**src/rtl/uart_pkg.sv**
```systemverilog
// Shared UART definitions for the 6809 terminal path.
// Contents: receive deframer state encoding, default bit period, and the bit
// positions of the status byte that uart_interface assembles from this
// block's flags.
package uart_pkg;

  typedef enum logic [2:0] {
    ST_IDLE    = 3'd0,
    ST_START   = 3'd1,
    ST_DATA    = 3'd2,
    ST_STOP    = 3'd3,
    ST_RECOVER = 3'd4
  } rx_state_t;

  // 88.67 MHz oscillator / 115200 baud, rounded
  localparam int DEFAULT_CLKS_PER_BIT = 770;

  // Status byte bit positions
  localparam int STAT_RX_NOT_EMPTY = 0;
  localparam int STAT_OVERRUN      = 1;
  localparam int STAT_FRAMING_ERR  = 2;

endpackage

```
**src/rtl/sync_fifo.sv**
```systemverilog
// Synchronous first-word fall-through FIFO.
// Ports:
//   clk, reset         clock, synchronous active-high reset
//   i_push, i_data     write request and data
//   i_pop              remove head entry (ignored when empty)
//   o_data             head entry, read straight from the register array
//   o_count            entries held, 0..DEPTH
//   o_full, o_empty    derived from o_count
//   o_drop             one-cycle pulse: push refused because full and no pop
module sync_fifo #(
  parameter int WIDTH = 8,
  parameter int DEPTH = 16
) (
  input  logic                     clk,
  input  logic                     reset,
  input  logic                     i_push,
  input  logic [WIDTH-1:0]         i_data,
  input  logic                     i_pop,
  output logic [WIDTH-1:0]         o_data,
  output logic [$clog2(DEPTH):0]   o_count,
  output logic                     o_full,
  output logic                     o_empty,
  output logic                     o_drop
);

  localparam int PW  = $clog2(DEPTH);
  localparam int CNW = PW + 1;

  logic [WIDTH-1:0] r_mem [DEPTH];
  logic [PW-1:0]    r_wr_ptr;
  logic [PW-1:0]    r_rd_ptr;
  logic [CNW-1:0]   r_count;

  logic w_full;
  logic w_empty;
  logic w_do_pop;
  logic w_do_push;

  assign w_full    = (r_count == CNW'(DEPTH));
  assign w_empty   = (r_count == '0);
  assign w_do_pop  = i_pop && !w_empty;
  // A pop in the same cycle frees the slot, so a full FIFO still accepts.
  assign w_do_push = i_push && (!w_full || w_do_pop);

  always_ff @(posedge clk) begin
    if (reset) begin
      r_wr_ptr <= '0;
      r_rd_ptr <= '0;
      r_count  <= '0;
      // Cleared so the head reads 0x00 after reset.
      for (int i = 0; i < DEPTH; i++) r_mem[i] <= '0;
    end else begin
      if (w_do_push) begin
        r_mem[r_wr_ptr] <= i_data;
        r_wr_ptr        <= r_wr_ptr + 1'b1;
      end
      if (w_do_pop) r_rd_ptr <= r_rd_ptr + 1'b1;
      case ({w_do_push, w_do_pop})
        2'b10:   r_count <= r_count + 1'b1;
        2'b01:   r_count <= r_count - 1'b1;
        default: r_count <= r_count;
      endcase
    end
  end

  assign o_data  = r_mem[r_rd_ptr];
  assign o_count = r_count;
  assign o_full  = w_full;
  assign o_empty = w_empty;
  assign o_drop  = i_push && !w_do_push;

endmodule

```
**src/rtl/uart_rx_buffer.sv**
```systemverilog
// UART 8N1 receive front end with receive queue.
// Oversamples the FT2232 line on clk, deframes characters and queues them.
// Ports:
//   clk, reset        oscillator clock, synchronous active-high reset
//   i_rx_serial       asynchronous serial input, idle high
//   i_pop             single-cycle strobe removing the head byte
//   i_clear_err       single-cycle strobe clearing both sticky flags
//   o_rx_data         head byte (fall-through), valid while !o_empty
//   o_empty/o_full    queue state; o_count bytes held
//   o_overrun         sticky: completed byte dropped on a full queue
//   o_framing_err     sticky: stop bit sampled low
//   o_irq             high while the queue holds data
//
// state   | meaning
// IDLE    | line idle, waiting for a low on the synchronized line
// START   | timing to mid start bit to reject glitches
// DATA    | sampling 8 data bits, LSB first, one per bit period
// STOP    | sampling the stop bit, push on high
// RECOVER | bad stop bit seen, waiting for the line to return high
module uart_rx_buffer
  import uart_pkg::*;
#(
  parameter int CLKS_PER_BIT = DEFAULT_CLKS_PER_BIT,
  parameter int FIFO_DEPTH   = 16
) (
  input  logic                          clk,
  input  logic                          reset,
  input  logic                          i_rx_serial,
  input  logic                          i_pop,
  output logic [7:0]                    o_rx_data,
  output logic                          o_empty,
  output logic                          o_full,
  output logic [$clog2(FIFO_DEPTH):0]   o_count,
  output logic                          o_overrun,
  output logic                          o_framing_err,
  input  logic                          i_clear_err,
  output logic                          o_irq
);

  localparam int CW = $clog2(CLKS_PER_BIT);
  localparam logic [CW-1:0] LP_BIT_LAST  = CW'(CLKS_PER_BIT - 1);
  localparam logic [CW-1:0] LP_HALF_LAST = CW'(CLKS_PER_BIT / 2 - 1);

  logic [1:0]    r_sync;
  logic          w_rx;
  rx_state_t     r_state;
  logic [CW-1:0] r_clk_cnt;
  logic [2:0]    r_bit_idx;
  logic [7:0]    r_shift;
  logic          r_push;
  logic          r_framing_err;
  logic          r_overrun;
  logic          w_empty;
  logic          w_drop;

  always_ff @(posedge clk) begin
    if (reset) r_sync <= 2'b11;
    else       r_sync <= {r_sync[0], i_rx_serial};
  end

  assign w_rx = r_sync[1];

  always_ff @(posedge clk) begin
    if (reset) begin
      r_state       <= ST_IDLE;
      r_clk_cnt     <= '0;
      r_bit_idx     <= '0;
      r_shift       <= '0;
      r_push        <= 1'b0;
      r_framing_err <= 1'b0;
    end else begin
      r_push <= 1'b0;
      // Placed before the FSM so a same-cycle framing error overrides it.
      if (i_clear_err) r_framing_err <= 1'b0;

      case (r_state)
        ST_IDLE: begin
          r_bit_idx <= '0;
          if (!w_rx) begin
            r_clk_cnt <= '0;
            r_state   <= ST_START;
          end
        end
        ST_START: begin
          if (r_clk_cnt == LP_HALF_LAST) begin
            r_clk_cnt <= '0;
            r_state   <= w_rx ? ST_IDLE : ST_DATA;
          end else begin
            r_clk_cnt <= r_clk_cnt + 1'b1;
          end
        end
        ST_DATA: begin
          if (r_clk_cnt == LP_BIT_LAST) begin
            r_clk_cnt <= '0;
            r_shift   <= {w_rx, r_shift[7:1]};
            r_bit_idx <= r_bit_idx + 1'b1;
            if (r_bit_idx == 3'd7) r_state <= ST_STOP;
          end else begin
            r_clk_cnt <= r_clk_cnt + 1'b1;
          end
        end
        ST_STOP: begin
          if (r_clk_cnt == LP_BIT_LAST) begin
            r_clk_cnt <= '0;
            if (w_rx) begin
              r_push  <= 1'b1;
              r_state <= ST_IDLE;
            end else begin
              r_framing_err <= 1'b1;
              r_state       <= ST_RECOVER;
            end
          end else begin
            r_clk_cnt <= r_clk_cnt + 1'b1;
          end
        end
        ST_RECOVER: begin
          // Holding here through a break keeps it from producing 0x00 bytes.
          if (w_rx) r_state <= ST_IDLE;
        end
        default: r_state <= ST_IDLE;
      endcase
    end
  end

  sync_fifo #(
    .WIDTH (8),
    .DEPTH (FIFO_DEPTH)
  ) u_fifo (
    .clk     (clk),
    .reset   (reset),
    .i_push  (r_push),
    .i_data  (r_shift),
    .i_pop   (i_pop),
    .o_data  (o_rx_data),
    .o_count (o_count),
    .o_full  (o_full),
    .o_empty (w_empty),
    .o_drop  (w_drop)
  );

  always_ff @(posedge clk) begin
    if (reset)            r_overrun <= 1'b0;
    else if (w_drop)      r_overrun <= 1'b1;
    else if (i_clear_err) r_overrun <= 1'b0;
  end

  assign o_empty       = w_empty;
  assign o_irq         = !w_empty;
  assign o_overrun     = r_overrun;
  assign o_framing_err = r_framing_err;

endmodule

```
**config.mk**
```make
export PLATFORM = sky130hd
export DESIGN_NAME = uart_rx_buffer
export DESIGN_NICKNAME = d
export VERILOG_FILES = /design/src/rtl/uart_pkg.sv /design/src/rtl/sync_fifo.sv /design/src/rtl/uart_rx_buffer.sv
export SDC_FILE = /design/constraint.sdc
export NUM_CORES = 1
export LEC_CHECK = 0
export CAP_MARGIN = 20
export CORE_UTILIZATION = 62
export CTS_CLUSTER_DIAMETER = 150
export DETAILED_ROUTE_END_ITERATION = 6
export PLACE_DENSITY = 0.8
export SYNTH_ARGS = -nofsm -noshare
export SYNTH_HDL_FRONTEND = slang
export SYNTH_SLANG_ARGS = --single-unit
```
**constraint.sdc**
```tcl
create_clock -name clk -period 3.4 [get_ports clk]
set_clock_uncertainty 0.15 [all_clocks]
set_input_delay 0.68 -clock clk [delete_from_list [all_inputs] [get_ports clk]]
set_output_delay 0.68 -clock clk [all_outputs]
set_load 0.01 [all_outputs]
```
==> results of run 1 <==
## metrics by stage
step | instances | hold slack (ps)
2_1_floorplan | 596 | 239.5
3_3_place_gp | 787 | 243.3
3_5_place_dp | 787 | 253.4
4_1_cts | 821 | 269.6
5_1_grt | 822 | 277.9
6_report | 822 | 266.8
## routing by layer
metal | up-vias | share of wire (%)
li1 | 2227 | -
met1 | 2369 | 40
met2 | 169 | 52
met3 | 38 | 5.8
met4 | 2 | 2.4
met5 | - | 0.078
## worst max path at each step
stage,startpoint,to,slack (ps),cells after the start
3_5_place_dp,i_pop,u_fifo.o_count[4],-140,11
6_report,register,o_rx_data[0],100,4
3_3_place_gp,i_pop,u_fifo.o_count[4],40,11
4_1_cts,register,o_rx_data[6],7,4
5_1_grt,register,o_rx_data[0],40,4
2_1_floorplan,u_fifo.o_count[0],u_fifo.o_count[4],310,11
## cell families (layout without fill, tap and decap cells)
kind of cell / after synthesis / after routing / synth area share [%]
flip-flops: 174 / 174 / 58.13
multiplexers: 53 / 53 / 12.61
XOR/XNOR: 9 / 9 / 0.9616
AO/OA/AOI/OAI: 39 / 39 / 3.419
adder cells (fa/ha/maj): 15 / 15 / 2.381
AND/OR/NAND/NOR: 264 / 264 / 20.35
buffers and inverters: 42 / 96 / 2.152
## placed cells by master (no fill, tap or decap), drive strengths merged, types with 11 or more instances in the layout
cell type      instances
clkbuf                26
inv                   14
ha                    14
buf                   28
dfxtp                 46
mux4                  40
a21oi                 14
nand2                 20
edfxtp               128
nor2                  51
or2                   18
nand3                 11
clkdlybuf4s50         13
and2                 129
mux2i                 11
## worst reg2reg max path, stage by stage (launching register included)
cell and delay [ps]:
dfxtp_1 370, nor4_4 340, nand3_1 130, nand2_1 110, ha_1 210, inv_1 110
fa_1 400, nor2b_1 170, o21ai_0 150, nand3_1 130, or3b_2 460, mux2_2 280
## registers in the layout (all words and copies together), names as in the netlist, named ones only
register         cells
r_state              3
u_fifo.o_count       5
r_shift              8
r_sync               2
u_fifo.r_rd_ptr      4
r_push               1
r_clk_cnt           10
o_framing_err        1
u_fifo.r_wr_ptr      4
r_bit_idx            3
u_fifo.r_mem       128
o_overrun            1
## timing repair
item	4_1_cts	5_1_grt
pin swaps	0	1
setup endpoints to repair	8	2
setup buffers	1	1
gates resized for setup	9	1
gates cloned	1	0
## layout make-up
class                           count  share of cell area (%)
Clock inverter                      6                  0.6919
Clock buffer                       26                   6.094
Sequential cell                   174                   50.71
Inverter                           14                  0.5589
Multi-Input combinational cell    380                   34.62
Timing Repair Buffer               50                   5.030
Tap cell                          172                   2.289
## power groups by stage
| stage | clock network, mW | registers (mW) | logic, mW |
|---|---|---|---|
| floorplan | 0 | 2.41 | 0.0828 |
| global placement | 0 | 2.41 | 0.122 |
| detailed placement | 0 | 2.42 | 0.125 |
| CTS | 2.04 | 2.37 | 0.122 |
| global route | 2.11 | 2.38 | 0.130 |
| finish | 2.02 | 2.37 | 0.120 |
==> flow_metrics.tcl, run 1 <==
set metrics [dict create \
    rsz0062_at_grt "false" \
    core_sq_um 12770 \
    required_ps 2570 \
    setup_tns_ps 0 \
    final-seq-area_sq_um 4768 \
    drv_slew 0 \
    p_total_mw 4.513 \
    ys_seq_area_share_pct 58.13 \
    period_share_pct 96.99 \
    cts_buffers 17 \
    num-fill-cells 802 \
    met2_usage_pct 47.10 \
    path_buf_inv 2 \
    grt_use_total_pct 27.18 \
    syn_nets 616 \
    p_clk_share_pct 44.7 \
    slowest_stage "mux4_2" \
    tightest_slew_ps 712.6 \
    synth_area_leaders "edfxtp_1 (47%), dfxtp_1 (11%), mux4_2 (11%), and2_1 (9.8%), ha_1 (2.1%)" \
    clock-sinks 174 \
    swShare_pct 19.41 \
    fin_nets 657 \
    hold_buffers 0 \
    netlist_area_sq_um 8197 \
    synth_cell_types 50 \
    antenna_cells 0 \
    clock_path_buffers 2 \
    antenna_left 0 \
    cts-root-buf "clkbuf_16" \
    p_sw_mw 0.8760 \
    place.gp.congestion 0.7892 \
    critical_path_class "register to primary output" \
    cp_common_cell "mux4_2" \
    postSynth.asyncResetShare_pct 0 \
    crit_arrival_ps 2470 \
    grt_pass1_wl_mm 26.15 \
    multi_input_area_sq_um 3256 \
    rr_startpoint "u_fifo.o_count[3]" \
    peakVddDrop_v 0.0003081 \
    antenna_found_initial 1 \
    dr.pass1.iters 5 \
    routed_wl_mm 16.70 \
    powerDensity_nw_per_um2 479.9 \
    dieArea_sq_um 13680 \
    min_from "r_sync[0]" \
    synthCells 596 \
    met1_usage_pct 33.69 \
    num_io_pins 23 \
    grt_use_met3_pct 6.128 \
    end_kind "primary output" \
    port_buffers 22 \
    num_vias 4805 \
    synth_warnings 0 \
    clock.fmax_ghz 0.3032 \
    setup_viol 0 \
    synth_largest_area_cell "edfxtp_1" \
    pwr-share-comb_pct 2.7 \
    grt_overflow_total 0 \
    fin_ws_ps 102.3 \
    synth_commonest_cells "and2_1 (128), edfxtp_1 (128), dfxtp_1 (46)" \
    drive_gt1_share_pct 23.23 \
    hold_end "r_sync[1]" \
    reg2reg_depth 11 \
    die_y_microns 117.0 \
    clk_latency_ps 430 \
    power_frac_seq_pct 52.6 \
    dp_hpwl_mm 10.88 \
    hp-class "register to register" \
    final_util_pct 73.61 \
    min_period_ps 3298 \
    cts_tree "yes" \
    pre_cts_ws_ps -135.9 \
    max_stage_delay_ps 550 \
    startpoint_type "register" \
    wire_per_inst_microns 20.32 \
    r2r-end "u_fifo.o_count[4]" \
    remaining_drc_errors 0 \
    holdPathStages 1 \
    grt_start_max_net_pins 56 \
    final-hold-violation-count 0 \
    synth_enable_flop_cells 128 \
    busiest_layer "met2" \
    grt_pass1_vias 4810 \
    synth-main-ff-cell "edfxtp_1" \
    die_w_microns 117.0 \
    intPower_mw 3.637 \
    yosysTopAreaCellShare_pct 46.89 \
    final_cell_area_sq_um 9403 \
    htree_num_levels 4 \
    cp_max_fo 9 \
    syn_to_final_growth_pct 14.72 \
    start_util_pct 64.17 \
    critical-path-top-delay-family "multiplexers" \
    fp-row-count 41 \
    path_cells "bufbuf_16 > mux4_2 > mux4_2 > dlygate4sd2_1" \
    drt_iter0_markers 479 \
    ys_ff_latch 174 \
    viasPerCell 5.845 \
    reg2reg_slack_ps 290 \
    path_clk_slew_ps 60 \
    status "completed" \
    slew_headroom_pct 52.43 \
    post_dp_cell_area_sq_um 8717 \
    drv_cap 0 \
    avgSynthCellArea_sq_um 13.75 \
    power.leakage_nw 3.354 \
]
Note: power is estimated with default switching activity, not from simulation.
==> inputs of run 2 (changes only) <==
Settings changed: ABC_AREA set to 1.
==> run 2 against run 1 <==
Effect of this change: clock power fell by 6%; register-to-register slack improved by 540 ps; clock-buffer cell count is 4 lower; sequential power up 8.9%; synthesized area is 1.3% higher; largest power group unchanged; highest routed layer is now met4.
==> flow_metrics.tcl, run 2 <==
set metrics [dict create \
    antenna_cells 0 \
    crit_arrival_ps 2390 \
    synth_warnings 0 \
    die_y_microns 117.7 \
    netlist_area_sq_um 8305 \
    grt_start_max_net_pins 65 \
    grt_overflow_total 0 \
    fp-row-count 41 \
    drv_cap 0 \
    final_util_pct 72.12 \
    avgSynthCellArea_sq_um 8.998 \
    powerDensity_nw_per_um2 685.9 \
    yosysTopAreaCellShare_pct 46.28 \
    drv_slew 0 \
    reg2reg_slack_ps 830 \
    critical_path.endpoint "o_rx_data[1]" \
    hold_buffers 0 \
    dr.pass1.iters 5 \
    synth_commonest_cells "nor2_1 (179), nand2_1 (135), edfxtp_1 (128)" \
    power.leakage_nw 3.591 \
    cts_tree "yes" \
    p_total_mw 6.344 \
    path_clk_slew_ps 70 \
    final_cell_mix "nor2_1 (179), nand2_1 (135), edfxtp_1 (128), inv_1 (104), nand3_1 (71)" \
    synth_cell_types 32 \
    fin_ws_ps 179.7 \
    yosys.area_share.simple_pct 22.12 \
    regMostFlops "u_fifo.r_mem" \
    grt_pass1_vias 5600 \
    setup_tns_ps 0 \
    required_ps 2570 \
    ys_ff_latch 174 \
    fin_nets 953 \
    fin_cells 1118 \
    synthMuxAreaShare_pct 0 \
    num_io_pins 23 \
    die_w_microns 117.7 \
    synth_top_family_by_area "simple AND/OR/NAND/NOR gates" \
    antenna_left 0 \
    tightest_slew_ps 751.7 \
    rr_startpoint "u_fifo.o_count[2]" \
    post_dp_cell_area_sq_um 8668 \
    cts_buffers 17 \
    clock_path_buffers 2 \
    dp_hpwl_mm 11.29 \
    postCtsSetupBuffers 0 \
    num-fill-cells 930 \
    drive_gt1_share_pct 8.034 \
    cts-root-buf "clkbuf_16" \
    critical_path_class "register to primary output" \
    synth_largest_area_cell "edfxtp_1" \
    status "completed" \
    synth_area_leaders "edfxtp_1 (46%), dfxtp_1 (11%), nor2_1 (8.1%), nand2_1 (6.1%), inv_1 (4.7%)" \
    core_sq_um 12820 \
    routed_wl_mm 17.30 \
    synth-main-ff-cell "edfxtp_1" \
    min_period_ps 3220 \
    final_cell_area_sq_um 9249 \
    syn_nets 943 \
    rsz0062_at_grt "false" \
    num_vias 6113 \
    r2r-end "u_fifo.o_count[4]" \
    start_util_pct 64.76 \
    dieArea_sq_um 13860 \
    wire_per_inst_microns 15.47 \
    viasPerCell 5.468 \
    htree_num_levels 4 \
    whs_ps 272.3 \
    hp-class "register to register" \
    syn_to_final_growth_pct 11.36 \
    antenna_found_initial 0 \
    dp.cells 1086 \
    synth_enable_flop_cells 128 \
    pre_cts_ws_ps 377.4 \
    place.gp.congestion 0.8746 \
    reg2reg_depth 16 \
    synth_fa_ha_area_share_pct 2.350 \
    clk_latency_ps 430 \
    ys_seq_area_share_pct 57.37 \
    post_cts_resized 0 \
    grt_use_total_pct 26.21 \
    end_kind "primary output" \
    startpoint_type "register" \
    setup_viol 0 \
    remaining_drc_errors 0 \
    clock.fmax_ghz 0.3105 \
    grt_pass1_wl_mm 28.16 \
    yosysMostFrequentCell "nor2_1" \
    final_common_cell "nor2_1" \
    drt_iter0_markers 567 \
    synth_xor_area_share_pct 0.9491 \
    synthCells 923 \
    cp_max_fo 37 \
    largest_register_ffs 128 \
    period_share_pct 94.71 \
    peakVddDrop_v 0.0006190 \
    slew_headroom_pct 49.57 \
    port_buffers 22 \
    final-hold-violation-count 0 \
    reg_top3 "u_fifo.r_mem: 128 flops, r_clk_cnt: 10 flops, r_shift: 8 flops" \
    postSynth.asyncResetShare_pct 0 \
    clock-sinks 174 \
    synth_compound_area_share_pct 9.611 \
]
-- run 2: worst max-delay path, cell delays in order (launching register included) --
cell and delay [ps]:
dfxtp_4 580, buf_4 340, nand2_1 100, o211ai_1 130, nand3_1 160, nand3_1 110, nand2_1 60, clkdlybuf4s50_1 470
-- run 2: cells by family after synthesis --
group	count (synthesis)
XOR/XNOR	9
AND/OR/NAND/NOR	421
adder cells (fa/ha/maj)	15
AO/OA/AOI/OAI	143
flip-flops	174
buffers and inverters	161
-- run 2: how the worst min path moves through the flow --
stage                          from   endpoint  slack (ps)  cells after the start
after floorplan           r_sync[0]  r_sync[1]         240                      1
after global placement    r_sync[0]  r_sync[1]         240                      1
after detailed placement  r_sync[0]  r_sync[1]         250                      1
after CTS                 r_sync[0]  r_sync[1]         270                      1
after global routing      r_sync[0]  r_sync[1]         300                      1
final                     r_sync[0]  r_sync[1]         270                      1
-- run 2: layout make-up --
type	instances	area, sq um	area share (%)
clock inverters	10	73.82	0.7982
flip-flops and latches	174	4770	51.57
inverters	119	446.7	4.830
well taps	172	215.2	2.327
clock buffers	22	506.7	5.479
repair buffers	33	327.8	3.544
multi-input cells	588	2909	31.45
-- run 2: metal layers --
metal / share of wire [%] / global-route usage [%] / routed length, microns
met2: 49 / 42.98 / 8421
met5: 0 / 0 / 0
met1: 44 / 35.23 / 7569
met3: 6.0 / 4.554 / 1042
met4: 1.5 / 9.215 / 264
-- run 2: report_power, final --
| part | switching, mW | total (mW) | leakage, nW | internal, mW |
|---|---|---|---|---|
| clock network | 0.825 | 1.89 | 0.284 | 1.07 |
| logic | 1.11 | 1.87 | 1.70 | 0.762 |
| registers | 0.155 | 2.58 | 1.61 | 2.43 |
| total | 2.09 | 6.34 | 3.59 | 4.26 |
